--- src/rtl/pdh_cmd_ctrl_if.sv ---
// pdh_cmd_ctrl_if: PS GPIO command/status bus plus the committed configuration outputs of
// pdh_cmd_ctrl, bundled into one interface.
//   axi_from_ps_i : 32-bit command word from the PS (cmd [31:28], data [27:0])
//   axi_to_ps_o   : 32-bit status word back to the PS
//   led_o         : committed LED pattern
//   en_bus_o      : committed module-enable mask
//   cfg_data_o    : committed configuration value
//   cfg_wr_o      : one-hot, single-cycle write strobe to the addressed module
// The master modport is the PS / stimulus side; the slave modport is the controller.
interface pdh_cmd_ctrl_if #(
  parameter int unsigned NUM_MODULES = 4
);
  logic [31:0]            axi_from_ps_i;
  logic [31:0]            axi_to_ps_o;
  logic [7:0]             led_o;
  logic [NUM_MODULES-1:0] en_bus_o;
  logic [23:0]            cfg_data_o;
  logic [NUM_MODULES-1:0] cfg_wr_o;

  modport master (
    output axi_from_ps_i,
    input  axi_to_ps_o,
    input  led_o,
    input  en_bus_o,
    input  cfg_data_o,
    input  cfg_wr_o
  );

  modport slave (
    input  axi_from_ps_i,
    output axi_to_ps_o,
    output led_o,
    output en_bus_o,
    output cfg_data_o,
    output cfg_wr_o
  );
endinterface

--- src/rtl/pdh_cmd_ctrl.sv ---
// pdh_cmd_ctrl: command sequencer between the PS GPIO command word and the PDH datapath
// configuration. A configuration command (SET_LED / ENABLE / WRITE_CFG) arms the sequencer;
// a following STROBE commits it to the outputs for one cycle, after which the sequencer waits
// for the PS to drop the strobe. Status and a commit handshake go back on axi_to_ps_o.
// Ports:
//   clk   : system clock
//   rst_n : synchronous, active-low reset
//   bus   : pdh_cmd_ctrl_if slave modport (command word in, status word and committed
//           LED / enable / config / write-strobe outputs out, all registered)
// Build option: define PDH_CMD_TIMEOUT_EN to abandon ARMED after TIMEOUT_CYCLES cycles
// without a STROBE (sets err_timeout, status bit 26). Without it ARMED waits indefinitely
// and bit 26 reads 0.
module pdh_cmd_ctrl #(
  parameter int unsigned CMD_BITS       = 4,
  parameter int unsigned DATA_BITS      = 28,
  parameter int unsigned NUM_MODULES    = 4,
  parameter int unsigned TIMEOUT_CYCLES = 1024
) (
  input logic           clk,
  input logic           rst_n,
  pdh_cmd_ctrl_if.slave bus
);

  localparam int unsigned WordW = CMD_BITS + DATA_BITS;

  localparam logic [CMD_BITS-1:0] CmdIdle   = CMD_BITS'(4'h0);
  localparam logic [CMD_BITS-1:0] CmdSetLed = CMD_BITS'(4'h1);
  localparam logic [CMD_BITS-1:0] CmdEnable = CMD_BITS'(4'h2);
  localparam logic [CMD_BITS-1:0] CmdWrCfg  = CMD_BITS'(4'h3);
  localparam logic [CMD_BITS-1:0] CmdStrobe = CMD_BITS'(4'hE);

  // Encodings double as the status-word state code.
  typedef enum logic [3:0] {
    StIdle   = 4'd0,
    StArmed  = 4'd1,
    StCommit = 4'd2,
    StAck    = 4'd3,
    StError  = 4'd4
  } state_e;

  state_e                 state_q, state_d;
  logic [WordW-1:0]       in_r_q, in_rr_q;
  logic [CMD_BITS-1:0]    pend_cmd_q, pend_cmd_d;
  logic [DATA_BITS-1:0]   pend_data_q, pend_data_d;
  logic [7:0]             led_q, led_d;
  logic [NUM_MODULES-1:0] en_q, en_d;
  logic [23:0]            cfg_data_q, cfg_data_d;
  logic [NUM_MODULES-1:0] cfg_wr_q, cfg_wr_d;
  logic [7:0]             commit_cnt_q, commit_cnt_d;
  logic [CMD_BITS-1:0]    last_cmd_q, last_cmd_d;
  logic [11:0]            commit_data_q, commit_data_d;
  logic                   err_inv_q, err_inv_d;
  logic                   err_to;
  logic [31:0]            status_q, status_d;

  // Decode of the settled input word.
  logic                 stable;
  logic [CMD_BITS-1:0]  word_cmd;
  logic [DATA_BITS-1:0] word_data;
  logic [3:0]           word_idx;
  logic [3:0]           pend_idx;
  logic                 is_arm;
  logic                 is_valid;
  logic                 bad_index;
  logic                 goes_error;
  logic                 differs_pend;

  assign stable       = (in_r_q == in_rr_q);
  assign word_cmd     = in_rr_q[WordW-1 -: CMD_BITS];
  assign word_data    = in_rr_q[DATA_BITS-1:0];
  assign word_idx     = word_data[DATA_BITS-1 -: 4];
  assign pend_idx     = pend_data_q[DATA_BITS-1 -: 4];
  assign is_arm       = (word_cmd == CmdSetLed) || (word_cmd == CmdEnable) ||
                        (word_cmd == CmdWrCfg);
  assign is_valid     = is_arm || (word_cmd == CmdIdle) || (word_cmd == CmdStrobe);
  assign bad_index    = (word_cmd == CmdWrCfg) && ({1'b0, word_idx} >= 5'(NUM_MODULES));
  assign goes_error   = !is_valid || bad_index;
  assign differs_pend = (in_rr_q != {pend_cmd_q, pend_data_q});

`ifdef PDH_CMD_TIMEOUT_EN
  localparam int unsigned  TcW   = (TIMEOUT_CYCLES > 2) ? $clog2(TIMEOUT_CYCLES) : 1;
  localparam logic [TcW-1:0] TcMax = TcW'(TIMEOUT_CYCLES - 1);

  logic [TcW-1:0] tcnt_q, tcnt_d;
  logic           err_to_q, err_to_d;
  // After a timeout the still-present arm word would re-arm at once; hold off re-arming
  // until the PS changes the word.
  logic           block_q, block_d;

  assign err_to = err_to_q;
`else
  assign err_to = 1'b0;
`endif

  always_comb begin
    state_d       = state_q;
    pend_cmd_d    = pend_cmd_q;
    pend_data_d   = pend_data_q;
    led_d         = led_q;
    en_d          = en_q;
    cfg_data_d    = cfg_data_q;
    cfg_wr_d      = '0;
    commit_cnt_d  = commit_cnt_q;
    last_cmd_d    = last_cmd_q;
    commit_data_d = commit_data_q;
    err_inv_d     = err_inv_q;
`ifdef PDH_CMD_TIMEOUT_EN
    tcnt_d        = tcnt_q;
    err_to_d      = err_to_q;
    block_d       = block_q;
    if (block_q && stable && differs_pend) begin
      block_d = 1'b0;
    end
`endif

    unique case (state_q)
      StIdle: begin
        if (stable) begin
          if (goes_error) begin
            state_d = StError;
          end else if (is_arm
`ifdef PDH_CMD_TIMEOUT_EN
                       && !(block_q && !differs_pend)
`endif
                      ) begin
            pend_cmd_d  = word_cmd;
            pend_data_d = word_data;
            state_d     = StArmed;
`ifdef PDH_CMD_TIMEOUT_EN
            tcnt_d      = '0;
            block_d     = 1'b0;
`endif
          end
        end
      end

      StArmed: begin
        // STROBE is tested first so it beats a coincident timeout.
        if (stable && (word_cmd == CmdStrobe)) begin
          state_d = StCommit;
        end else if (stable && goes_error) begin
          state_d = StError;
        end else if (stable && (word_cmd == CmdIdle)) begin
          state_d     = StIdle;
          pend_cmd_d  = '0;
          pend_data_d = '0;
        end else if (stable && is_arm && differs_pend) begin
          pend_cmd_d  = word_cmd;
          pend_data_d = word_data;
`ifdef PDH_CMD_TIMEOUT_EN
          tcnt_d      = '0;
`endif
        end
`ifdef PDH_CMD_TIMEOUT_EN
        else if (tcnt_q == TcMax) begin
          state_d  = StIdle;
          err_to_d = 1'b1;
          block_d  = 1'b1;
        end else begin
          tcnt_d = tcnt_q + TcW'(1);
        end
`endif
      end

      StCommit: begin
        case (pend_cmd_q)
          CmdSetLed: led_d = pend_data_q[7:0];
          CmdEnable: en_d  = pend_data_q[NUM_MODULES-1:0];
          CmdWrCfg: begin
            cfg_data_d = pend_data_q[23:0];
            cfg_wr_d   = NUM_MODULES'(1) << pend_idx;
          end
          default: ;
        endcase
        commit_cnt_d  = commit_cnt_q + 8'd1;
        last_cmd_d    = pend_cmd_q;
        commit_data_d = pend_data_q[11:0];
        err_inv_d     = 1'b0;
`ifdef PDH_CMD_TIMEOUT_EN
        err_to_d      = 1'b0;
`endif
        state_d       = StAck;
      end

      StAck: begin
        if (stable && (word_cmd != CmdStrobe)) begin
          state_d = StIdle;
        end
      end

      StError: begin
        if (stable && (word_cmd == CmdIdle)) begin
          state_d = StIdle;
        end
      end

      default: state_d = StIdle;
    endcase

    // Flag is raised on the edge that enters ERROR and held while there.
    if (state_d == StError) begin
      err_inv_d = 1'b1;
    end

    status_d = {state_q, err_inv_q, err_to,
                (state_q == StArmed) || (state_q == StCommit), (state_q == StAck),
                commit_cnt_q, last_cmd_q, commit_data_q};
  end

  always_ff @(posedge clk) begin
    if (!rst_n) begin
      state_q       <= StIdle;
      in_r_q        <= '0;
      in_rr_q       <= '0;
      pend_cmd_q    <= '0;
      pend_data_q   <= '0;
      led_q         <= '0;
      en_q          <= '0;
      cfg_data_q    <= '0;
      cfg_wr_q      <= '0;
      commit_cnt_q  <= '0;
      last_cmd_q    <= '0;
      commit_data_q <= '0;
      err_inv_q     <= 1'b0;
      status_q      <= '0;
`ifdef PDH_CMD_TIMEOUT_EN
      tcnt_q        <= '0;
      err_to_q      <= 1'b0;
      block_q       <= 1'b0;
`endif
    end else begin
      state_q       <= state_d;
      in_r_q        <= bus.axi_from_ps_i;
      in_rr_q       <= in_r_q;
      pend_cmd_q    <= pend_cmd_d;
      pend_data_q   <= pend_data_d;
      led_q         <= led_d;
      en_q          <= en_d;
      cfg_data_q    <= cfg_data_d;
      cfg_wr_q      <= cfg_wr_d;
      commit_cnt_q  <= commit_cnt_d;
      last_cmd_q    <= last_cmd_d;
      commit_data_q <= commit_data_d;
      err_inv_q     <= err_inv_d;
      status_q      <= status_d;
`ifdef PDH_CMD_TIMEOUT_EN
      tcnt_q        <= tcnt_d;
      err_to_q      <= err_to_d;
      block_q       <= block_d;
`endif
    end
  end

  assign bus.axi_to_ps_o = status_q;
  assign bus.led_o       = led_q;
  assign bus.en_bus_o    = en_q;
  assign bus.cfg_data_o  = cfg_data_q;
  assign bus.cfg_wr_o    = cfg_wr_q;

endmodule
--- src/flat_wrapper.sv ---
// flat-port wrapper written by rule: the top's interface ports become plain ports
module pdh_cmd_ctrl_flat 
#(
  parameter int unsigned CMD_BITS       = 4,
  parameter int unsigned DATA_BITS      = 28,
  parameter int unsigned NUM_MODULES    = 4,
  parameter int unsigned TIMEOUT_CYCLES = 1024
)
  (clk, rst_n, bus_axi_from_ps_i, bus_axi_to_ps_o, bus_led_o, bus_en_bus_o, bus_cfg_data_o, bus_cfg_wr_o);
  pdh_cmd_ctrl_if #(.NUM_MODULES(NUM_MODULES)) bus_i ();
  input logic clk;
  input logic rst_n;
  input wire logic [$bits(bus_i.axi_from_ps_i)-1:0] bus_axi_from_ps_i;
  output wire logic [$bits(bus_i.axi_to_ps_o)-1:0] bus_axi_to_ps_o;
  output wire logic [$bits(bus_i.led_o)-1:0] bus_led_o;
  output wire logic [$bits(bus_i.en_bus_o)-1:0] bus_en_bus_o;
  output wire logic [$bits(bus_i.cfg_data_o)-1:0] bus_cfg_data_o;
  output wire logic [$bits(bus_i.cfg_wr_o)-1:0] bus_cfg_wr_o;
  assign bus_i.axi_from_ps_i = bus_axi_from_ps_i;
  assign bus_axi_to_ps_o = bus_i.axi_to_ps_o;
  assign bus_led_o = bus_i.led_o;
  assign bus_en_bus_o = bus_i.en_bus_o;
  assign bus_cfg_data_o = bus_i.cfg_data_o;
  assign bus_cfg_wr_o = bus_i.cfg_wr_o;
  pdh_cmd_ctrl #(.CMD_BITS(CMD_BITS), .DATA_BITS(DATA_BITS), .NUM_MODULES(NUM_MODULES), .TIMEOUT_CYCLES(TIMEOUT_CYCLES)) u_core (.clk(clk), .rst_n(rst_n), .bus(bus_i));
endmodule
--- config.mk ---
export PLATFORM = sky130hd
export DESIGN_NAME = pdh_cmd_ctrl_flat
export DESIGN_NICKNAME = d
export VERILOG_FILES = /design/src/rtl/pdh_cmd_ctrl_if.sv /design/src/rtl/pdh_cmd_ctrl.sv /design/src/flat_wrapper.sv
export SDC_FILE = /design/constraint.sdc
export NUM_CORES = 1
export LEC_CHECK = 0
export ABC_AREA = 1
export CAP_MARGIN = 20
export CELL_PAD_IN_SITES_DETAIL_PLACEMENT = 0
export CELL_PAD_IN_SITES_GLOBAL_PLACEMENT = 1
export CORE_AREA = 2 2 128 161
export CTS_BUF_LIST = sky130_fd_sc_hd__clkbuf_8 sky130_fd_sc_hd__clkbuf_16
export CTS_CLUSTER_DIAMETER = 40
export DETAILED_ROUTE_END_ITERATION = 7
export DIE_AREA = 0 0 130 163
export PLACE_DENSITY = 0.84
export SLEW_MARGIN = 30
export SYNTH_ARGS = -nofsm -noshare
export SYNTH_HDL_FRONTEND = slang
export SYNTH_SLANG_ARGS = --single-unit
--- constraint.sdc ---
create_clock -name clk -period 5.15 [get_ports clk]
set_input_delay 1.03 -clock clk [delete_from_list [all_inputs] [get_ports clk]]
set_output_delay 1.03 -clock clk [all_outputs]
set_load 0.05 [all_outputs]
# Word-level counts from Yosys, hierarchy flattened
# Cells that the tools add are included.
# word_totals
regBits	197
output_inout_bits	72
# classes
mux	26
addsub	1
eq_ne	21
magnitude_cmp	1
reduce_logical	23
shift	1
# op_table
operator	n
28-bit 2-to-1 mux	7
4-bit 2-to-1 mux	14
28-bit case mux with 2 select lines	1
32-bit equality test	1
32-bit != test	1
4-bit by 2-bit equality test with 1-bit output, second input constant	6
4-bit case mux with 5 select lines	1
4-bit by 1-bit equality test with 1-bit output, second input constant	3
8-bit by 1-bit adder with 8-bit output, second input constant	1
4-bit by 3-bit equality test with 1-bit output, second input constant	2
4-bit logical NOT	2
4-bit case mux with 2 select lines	1
1-bit logical AND	7
7-bit AND reduction	1
1-bit logical OR	6
2-bit != test, second input constant	3
2-bit AND reduction	3
4-bit equality test, second input constant	1
4-bit by 3-bit greater-or-equal comparator with 1-bit output, second input constant	1
2-bit by 1-bit != test with 1-bit output, second input constant	2
4-bit != test, second input constant	1
2-bit nonzero test	2
1-bit by 4-bit left shift with 4-bit output, first input constant	1
3-bit by 1-bit != test with 1-bit output, second input constant	1
other kinds (3)	4

# Depth between registers and ports, before layout
# Gate-level depths: netlist of run 1.
# logic_depth
ltp_word	13
ltp_mapped	16
ltp_nobuf	15

# Worst setup path after synthesis of run 1
# OpenSTA, ideal clock, no wires.
# synth_timing
path_kind	input to register
start	input rst_n
end	register u_core.commit_data_q[0]
arrival_time_ns	1.716
required_time_ns	5.080
setup_ns	0.070
setup_slack_ns	3.364
stages	4
path_cell_list	clkbuf_1 -> clkbuf_1 -> o21ai_0 -> a21oi_1
# synth_rtl
item	line_no	text
start: declaration	flat_wrapper.sv:12	input logic rst_n;
end signal: assignment	pdh_cmd_ctrl.sv:243	commit_data_q <= commit_data_d;
end: declaration	pdh_cmd_ctrl.sv:51	logic [11:0] commit_data_q, commit_data_d;

# Final worst setup path of run 1
# layout_timing
start	register u_core.cfg_data_q[18], in the netlist u_core.bus.cfg_data_o[18]
end	output bus_cfg_data_o[18]
# layout_rtl
item	line_no	text
start: declaration	pdh_cmd_ctrl.sv:47	logic [23:0] cfg_data_q, cfg_data_d;
start signal: assignment	pdh_cmd_ctrl.sv:239	cfg_data_q <= cfg_data_d;
end: declaration	flat_wrapper.sv:17	output wire logic [$bits(bus_i.cfg_data_o)-1:0] bus_cfg_data_o;
# No word-level cell between the ends.

==> results, run 1 <==
- The flow ran to the end, and the final reports show no timing, DRC or antenna violations.
- In this run the number of cells on the critical path is 1.
- Of the total synthesized cell area, the portion taken by XOR and XNOR cells is 0.0346.
- Prior to clock tree synthesis, the placed netlist has a worst setup slack of 2.62 ns.
- The sequential cells in the finished layout cover a total of about 4000 µm².
- The fraction of the mapped netlist area in compound gates is 0.0775.
- The fraction of synthesized cell area taken by the top area cell type is 0.484.
- The number of global-route vias before repair came to between 6000 and 7000.
- The DRC violation count after routing is 0.
- Leaving out fill and tap cells, the most frequent cell in the layout is sky130_fd_sc_hd__nand2_1.
- The worst register-to-register path has a setup slack of 2.64 ns.
- The number of rows in the core area is 58.
- The number of setup violations in the final report is 0.
- Dividing the detail-routed wire length by the instance count gives about 12 µm.
- The worst vdd rail ir drop is ~0.24 mV.
- The worst setup slack after layout is 2.48 ns.
- The floorplan step defined a die boundary enclosing roughly 21000 µm².
- The multi-input combinational cells in the finished layout cover a total of 3210 µm².
- The TritonCTS buffer count is 17.
- The highest net fanout along the worst path is 2.
- Power spread over the standard cell area amounts to 311 nW/µm².
- Synthesis inferred a little under 200 register bits.
- For this design, the slowest cell found on the critical path is sky130_fd_sc_hd__clkdlybuf4s50_1.
- At the worst endpoint, the required time is 4.12 ns.
- The biggest cell delay along the critical path is between 0.8 and 0.9 ns.
- Synthesis handed over a netlist of about 1200 instances.
- The worst-margin pin slew is between 0.6 and 0.7 ns.
- The multiplexer share of the synthesized area is 0.
- The count of port buffers added during placement is about 100.
- Clock-pin slew was measured on the worst setup and hold paths at around 0.07 ns.
- The timing startpoint of the critical path is u_core.bus.cfg_data_o[18].
- The layout overhead on the synthesized area is 22.3%.
- The setup TNS after final layout is 0 ns.
- In this run the post-CTS setup repair buffer count came out at 0.
- Setup repair after global routing left no endpoint under its margin.
- The number of filler cells placed in the layout is 1965.
- The hold violation count in the final report is 0.
- The repair_antennas step left the layout with diodes totalling 0.
- The setup path with the least slack is of type register to output port.
- After synthesis, the mean cell area works out to between 7 and 8 µm².
- Summed over all layers, the routed wires come to approximately 18 mm.
- The power spent charging and discharging nets is between 700 and 800 µW.
- Of the total power, the share spent switching nets is 0.234.
- CTS built an H-tree with a depth of 4.
- The startpoint of the tightest hold check path is u_core.commit_data_q[6].
- After synthesis the cells add up to approximately 8000 µm².
- The signal on the critical path passes through clkdlybuf4s50_1.
- The share of the clock period used by the worst path is 0.518.
- The relative max-transition margin is 0.585.
- After synthesis, the netlist uses 35 different library cells.
- The final core utilization is 0.500.
- Among cell families on the critical path, the largest total delay comes from buffers and inverters.
- The horizontal extent of the die is ~130 µm.
- For this block, the via count after detailed routing is between 6000 and 7000.
- The worst setup path is launched from a register.
- The maximum frequency from static timing analysis is roughly 0.37 GHz.
- The total number of clock tree sinks is between 150 and 200.
- On the final layout, the worst clock skew is about 0.0088 ns.
- The total grt overflow is 0.
- Entering global routing, the biggest net connects a little under 70 pins.
- The endpoint identified for the worst register-to-register timing path is u_core.bus.cfg_data_o[10].
- By area the synthesized netlist is led by sky130_fd_sc_hd__dfxtp_1 48%, sky130_fd_sc_hd__nand2_1 16%, sky130_fd_sc_hd__inv_1 8.3%.
- TritonCTS built the clock tree.
- The number of warnings reported in the yosys synthesis log is 0.
- The initial core utilization is 0.409.
- In this run the critical register-to-register path is launched from u_core.state_q[2].
- Of the total synthesized cell area, the portion taken by full adders, half adders and majority gates is 0.00154.
- The antenna violation net count after detailed routing is 0.
- The area of the core region is 19800 µm².
- The path class of the tightest hold or removal check is register to register.
- The clock network latency to the later pin of the worst-skew pair is around 0.44 ns.
- The global-route wire length before repair is 29.5 mm.
- The overall track demand over capacity in global routing is 0.176.
- The tool flagged a number of max-cap violations equal to 0.
- The area share of and/or/nand/nor cells after synthesis is 0.281.
- The number of DRC markers after the initial detailed-route iteration is between 400 and 500.
- The number of cells on the worst reg-to-reg path is 11.
- The share of total power dissipated in sequential elements is 0.508.
- The ratio of cells with drive above 1 in the final layout is 0.0565.
- The count of boundary I/O pins is between 100 and 150.
- The termination of the worst setup path is bus_cfg_data_o[18].
- The number of antenna violations at the first check in global routing is 0.
- The critical path buffer and inverter count is 1.
- Of the total power, combinational logic draws 0.058.
- The design internal power is ~2400 µW.
- The worst setup path is captured at an output port.
- Routability-driven placement finished with a final weighted congestion of roughly 0.83.
- The iteration count of the initial detailed-routing pass is 5.
- The analysis attributes to cell leakage a power of between 0.004 and 0.005 µW.
- The synthesized design spends more area on one cell type than any other, namely sky130_fd_sc_hd__dfxtp_1.
- The library cells used most frequently in the layout, excluding fill and tap cells, are 335 x sky130_fd_sc_hd__nand2_1, 196 x sky130_fd_sc_hd__dfxtp_1, 180 x sky130_fd_sc_hd__inv_1.
- The max-slew violation total from the final report is 0.
- The half-perimeter wire length after placement is 12.6 mm.
- After synthesis, the largest family of logic cells by area is simple AND/OR/NAND/NOR gates.
- The net total in the final layout is ~1300.
- Once the clock tree was built, the resizer swapped 0 gates to a different size.
- The longest clock path from root to sink contains 2 buffers.
- The clock share of power is 0.434.
- Hold repair after CTS inserted 0 buffers.
- The minimum clock period after layout is ~2.7 ns.
- The endpoint arrival time on the critical path is around 1.6 ns.
- Final hold analysis gives a worst-case slack of between 0.4 and 0.5 ns.
- Measured along the y axis, the die boundary spans 163 µm.
- CTS placed an instance of sky130_fd_sc_hd__clkbuf_16 at the clock tree root.
- The share of the Yosys chip area taken by registers is 0.484.
- The mean number of vias per cell is between 4 and 5.
sequential cells by signal (all words and copies together) (netlist names):
register                cells
u_core.bus.en_bus_o         4
u_core.commit_data_q       12
u_core.pend_data_q         28
u_core.bus.cfg_wr_o         4
u_core.in_rr_q             32
u_core.last_cmd_q           4
u_core.commit_cnt_q         8
u_core.pend_cmd_q           4
u_core.state_q              4
u_core.in_r_q              32
u_core.err_inv_q            1
u_core.bus.cfg_data_o      24
u_core.bus.axi_to_ps_o     31
u_core.bus.led_o            8
cells in the mapped netlist, drive strengths merged:
cell type  number
o21ai          62
nor3           13
dfxtp         196
and3            2
conb            1
clkinv          3
nand2         337
or2             1
xnor2          25
nor4            1
nor3b           2
inv           197
a21oi          59
ha              1
nand3          47
and2            1
nand4           9
clkbuf         19
xor2            7
o22ai           1
buf            26
o211ai          1
nor2          145
o2111ai         1
kinds of logic (layout without fill, tap and decap cells):
family	after synthesis	count (layout)
compound gates	124	124
xor+xnor	32	32
fa+ha+maj	1	1
buf+inv	245	343
flops	196	196
other cells	1	2
simple gates	558	558
per-stage QoR:
| step | cell area, µm² | std cells | power [µW] |
|---|---|---|---|
| 6_report | 9910 | 1526 | 3080 |
| 5_1_grt | 9910 | 1526 | 3210 |
| 4_1_cts | 9910 | 1526 | 3120 |
| 3_5_place_dp | 9310 | 1494 | 1780 |
| 3_3_place_gp | 9310 | 1494 | 1780 |
| 2_1_floorplan | 8110 | 1158 | 1720 |
layout make-up:
type                       instances  share of cell area
inverter                         200              0.0757
tap                              270              0.0341
clock buffer                      19              0.0457
multi-input combinational        717               0.324
clock inverter                    13              0.0149
sequential                       196               0.396
timing repair buffer             111               0.110
metal layers:
metal  vias up  GRT usage  share of wire
met3        20     0.0358          0.040
met2       144      0.281           0.46
met4         0     0.0621          0.017
met1      3001      0.236           0.48
met5         -          0              0
li1       3655          -              -
worst min path at each step:
stage | cells after the start | endpoint | slack, ns
after floorplan | 2 | u_core.bus.axi_to_ps_o[12] | 0.40
after global placement | 2 | u_core.bus.axi_to_ps_o[1] | 0.42
after detailed placement | 2 | u_core.bus.axi_to_ps_o[4] | 0.42
after CTS | 2 | u_core.bus.axi_to_ps_o[4] | 0.43
after global routing | 2 | u_core.bus.axi_to_ps_o[23] | 0.45
final | 2 | u_core.bus.axi_to_ps_o[6] | 0.43
power groups by stage:
stage	Combinational, µW	Sequential [µW]	Clock [µW]
2_1_floorplan	123	1590	0
3_3_place_gp	179	1600	0
3_5_place_dp	181	1600	0
4_1_cts	181	1570	1370
5_1_grt	207	1570	1440
6_report	179	1570	1340
(Power assumes the default switching activity.)
==> inputs of run 2 (changes only) <==
- CORE_AREA: 2 2 128 161 -> 2 2 138 173
- DIE_AREA: 0 0 130 163 -> 0 0 140 175
- PLACE_DENSITY: 0.84 -> 0.77
- clock period: 5.15 -> 2.2 ns (I/O delays scaled with it)
==> run 2 against run 1 <==
  * Global-route usage down 1.9 points
  * Count of clock-buffer cells in the layout unchanged
  * Die area up 16%
  * Sequential share of layout area down 0.66 points
  * Sequential power up 130%
  * Clock skew about the same
  * The run now ends with DRC left
  * Setup slack worse by 2.3 ns
  * Critical path type unchanged
==> results, run 2 (synthesis results as in run 1) <==
- The run finished, with violations left.
- The final reports fail on DRC.
- The highest net fanout along the worst path is 2 (unchanged).
- The tree is rooted in a sky130_fd_sc_hd__clkbuf_16.
- The count of port buffers added during placement is 104 (unchanged).
- The number of cells upsized or downsized after cts came to 0 (unchanged).
- The maximum buffer depth of the clock tree is 2 (unchanged).
- The total area of multi-input combinational cells is 3210 µm² (unchanged).
- The worst setup skew after layout is 0.00894 ns (+0.000180 ns).
- The DRC violation count after routing was 8 (+8).
- The design internal power came to 5390 µW (+130%).
- Compared with the post-synthesis result, the final layout area differs by 24.4%.
- The final estimated routing congestion in global placement came to 0.845 (+1.9%).
- The die area is 24500 µm² (+16%).
- The initial core utilization is 0.354 (-0.0549).
- The class of the tightest hold or removal check is register to register.
- The ratio of cells with drive above 1 in the final layout came to 0.0647 (+0.00814).
- The power spent charging and discharging nets is 1620 µW (+120%).
- The number of antenna violations at the first check in global routing came to 0 (unchanged).
- The kind of end point of the critical path is an output port.
- The final core utilization came to 0.441 (-0.0598).
- The clock-pin slew on the worst setup and hold paths is 0.06 ns (about the same).
- In the layout the commonest cells are 335 x sky130_fd_sc_hd__nand2_1, 196 x sky130_fd_sc_hd__dfxtp_1, 181 x sky130_fd_sc_hd__inv_1.
- In the finished design, the share of the clock period the worst path needs comes to 0.926.
- The endpoint arrival time on the critical path came to 1.60 ns (-0.04 ns).
- The antenna violation net count after detailed routing is 0 (unchanged).
- Counting I/O delays and the setup requirement, the final critical path takes 2.04 ns.
- The TritonCTS buffer count is 17 (unchanged).
- The register cell area after layout came to 3920 µm² (unchanged).
- The largest delay contributor family on the critical path is buffers and inverters.
- STA classifies the critical path startpoint as a register.
- Setup repair after global routing left no endpoint under its margin.
- The worst-margin pin slew came to 0.516 ns (-0.106 ns).
- The area of the core region is 22900 µm² (+16%).
- The maximum frequency from static timing analysis is between 0.4 and 0.5 GHz.
- The maximum level of the CTS H-tree is 4 (unchanged).
- The number of global-route vias before repair is 6132 (+1.4%).
- The half-perimeter wire length after placement is 13.7 mm (+8.5%).
- The setup path with the least slack is of type register to output port.
- The relative max-transition margin is 0.655 (+0.0698).
- The antenna diode count is 0 (unchanged).
- The proportion of power drawn by flip-flops and latches is 0.523 (+0.015).
- The count of boundary I/O pins is 106 (unchanged).
- The power density of the placed cells is 696 nW/µm² (+120%).
- The count of maximum capacitance violations came to 0 (unchanged).
- The max-slew violation total from the final report came to 0 (unchanged).
- The number of setup violations in the final report is 0 (unchanged).
- The clock share of power came to 0.414 (-0.020).
- The cts-stage hold buffer count is 0 (unchanged).
- The biggest cell delay along the critical path is 0.82 ns (about the same).
- The final routed wire length divided by cell count is 11.9 µm (+1.7%).
- The number of DRC markers after the initial detailed-route iteration came to 359 (-20%).
- The worst vdd rail ir drop came to 0.554 mV (+130%).
- The tightest hold margin was 0.420 ns (-0.00670 ns).
- The clock network latency to the later pin of the worst-skew pair came to 0.43 ns (about the same).
- The maximum number of pins on one net before global-route repair is 44 (-35%).
- The global-route wire length before repair is 30.9 mm (+4.6%).
- The fraction of power spent switching nets is 0.232 (-0.00250).
- The combinational share of power is 0.062 (+0.004).
- The net total in the final layout is 1292 (+1.1%).
- The commonest non-fill, non-tap cell in the layout is sky130_fd_sc_hd__nand2_1.
- The overall track demand over capacity in global routing came to 0.157 (-0.0193).
- The pre-CTS setup slack was 0.208 ns (-2.41 ns).
- The total number of vias came to 6784 (-0.53%).
- The horizontal extent of the die was 140 µm (+7.7%).
- TritonCTS built the clock tree.
- The critical path buffer and inverter count came to 1 (unchanged).
- The mean number of vias per cell is 4.36 (-2.4%).
- The hold violation count in the final report is 0 (unchanged).
- The total number of clock tree sinks came to 196 (unchanged).
- The number of filler cells placed in the layout is 2370 (+21%).
- The total non-filler cell area in the finished layout is 10100 µm² (+1.7%).
- The setup fix buffers added after clock tree synthesis is 0 (unchanged).
- The setup TNS after final layout came to 0 ns (unchanged).
- The total grt overflow was 0 (unchanged).
- The sum of routed wire length over all layers is 18.5 mm (+3.7%).
- The required time reported for the critical path endpoint is 1.76 ns (-2.36 ns).
- The instance area after placement is 9540 µm² (+2.4%).
- The static leakage power is 0.00490 µW (+1.8%).
- The number of rows in the core area is 62 (+6.9%).
- The iteration count of the initial detailed-routing pass came to 7 (+2).
- The worst setup slack after layout was 0.162 ns (-2.32 ns).
- For this design, the slowest cell found on the critical path is sky130_fd_sc_hd__clkdlybuf4s50_1.
- The signal on the critical path passes through clkdlybuf4s50_1.
- The chip height is 175 µm (+7.4%).
## run 2: cell types whose count changed in the layout (fill, tap and decap cells not counted), sizes merged
cell    change
bufinv      -1
buf        +14
inv         -2
clkinv      +1
## run 2: path summary, 6_finish.rpt
kind                        startpoint                        end  slack, ns  depth (start not counted)
min reg2reg    u_core.commit_data_q[2]  u_core.bus.axi_to_ps_o[2]       0.42                          2
max reg2reg         u_core.in_rr_q[30]     u_core.pend_data_q[20]       0.18                         14
min            u_core.commit_data_q[2]  u_core.bus.axi_to_ps_o[2]       0.42                          2
max          u_core.bus.cfg_data_o[20]         bus_cfg_data_o[20]       0.16                          1
## run 2: through the flow
step | cells | power [µW]
finish | 1556 | 7010
global route | 1556 | 7340
CTS | 1556 | 7110
detailed placement | 1526 | 4200
global placement | 1526 | 4190
floorplan | 1158 | 4020
## run 2: worst reg2reg max path, stage by stage, from the launching register on
cell	delay, ns
sky130_fd_sc_hd__dfxtp_1	0.32
sky130_fd_sc_hd__buf_4	0.15
sky130_fd_sc_hd__nor2_1	0.22
sky130_fd_sc_hd__nand2_1	0.13
sky130_fd_sc_hd__nand3_1	0.09
sky130_fd_sc_hd__nor2_1	0.04
sky130_fd_sc_hd__nand2_1	0.06
sky130_fd_sc_hd__nor2_1	0.04
sky130_fd_sc_hd__nand3_1	0.08
sky130_fd_sc_hd__nand2_1	0.05
sky130_fd_sc_hd__nand2_1	0.08
sky130_fd_sc_hd__buf_4	0.38
sky130_fd_sc_hd__nand3_1	0.14
sky130_fd_sc_hd__nand2_1	0.10
sky130_fd_sc_hd__nor2_1	0.04
## run 2: area by class of cell
type / instances / area share
flip-flops and latches: 196 / 0.389
clock buffers: 19 / 0.0449
repair buffers: 125 / 0.129
multi-input cells: 717 / 0.318
inverters: 200 / 0.0745
well taps: 288 / 0.0357
clock inverters: 11 / 0.00881
## run 2: power groups by stage
| stage | Sequential, µW | Clock [µW] | Combinational, µW |
|---|---|---|---|
| 2_1_floorplan | 3730 | 0 | 288 |
| 3_3_place_gp | 3750 | 0 | 442 |
| 3_5_place_dp | 3750 | 0 | 445 |
| 4_1_cts | 3670 | 3000 | 447 |
| 5_1_grt | 3680 | 3150 | 508 |
| 6_report | 3670 | 2910 | 437 |
## run 2: routing by layer
metal / up-vias / part of all wire / GRT usage
li1: 3677 / - / -
met1: 2970 / 0.48 / 0.209
met2: 111 / 0.47 / 0.259
met3: 26 / 0.033 / 0.0266
met4: 0 / 0.017 / 0.0522
met5: - / 0 / 0
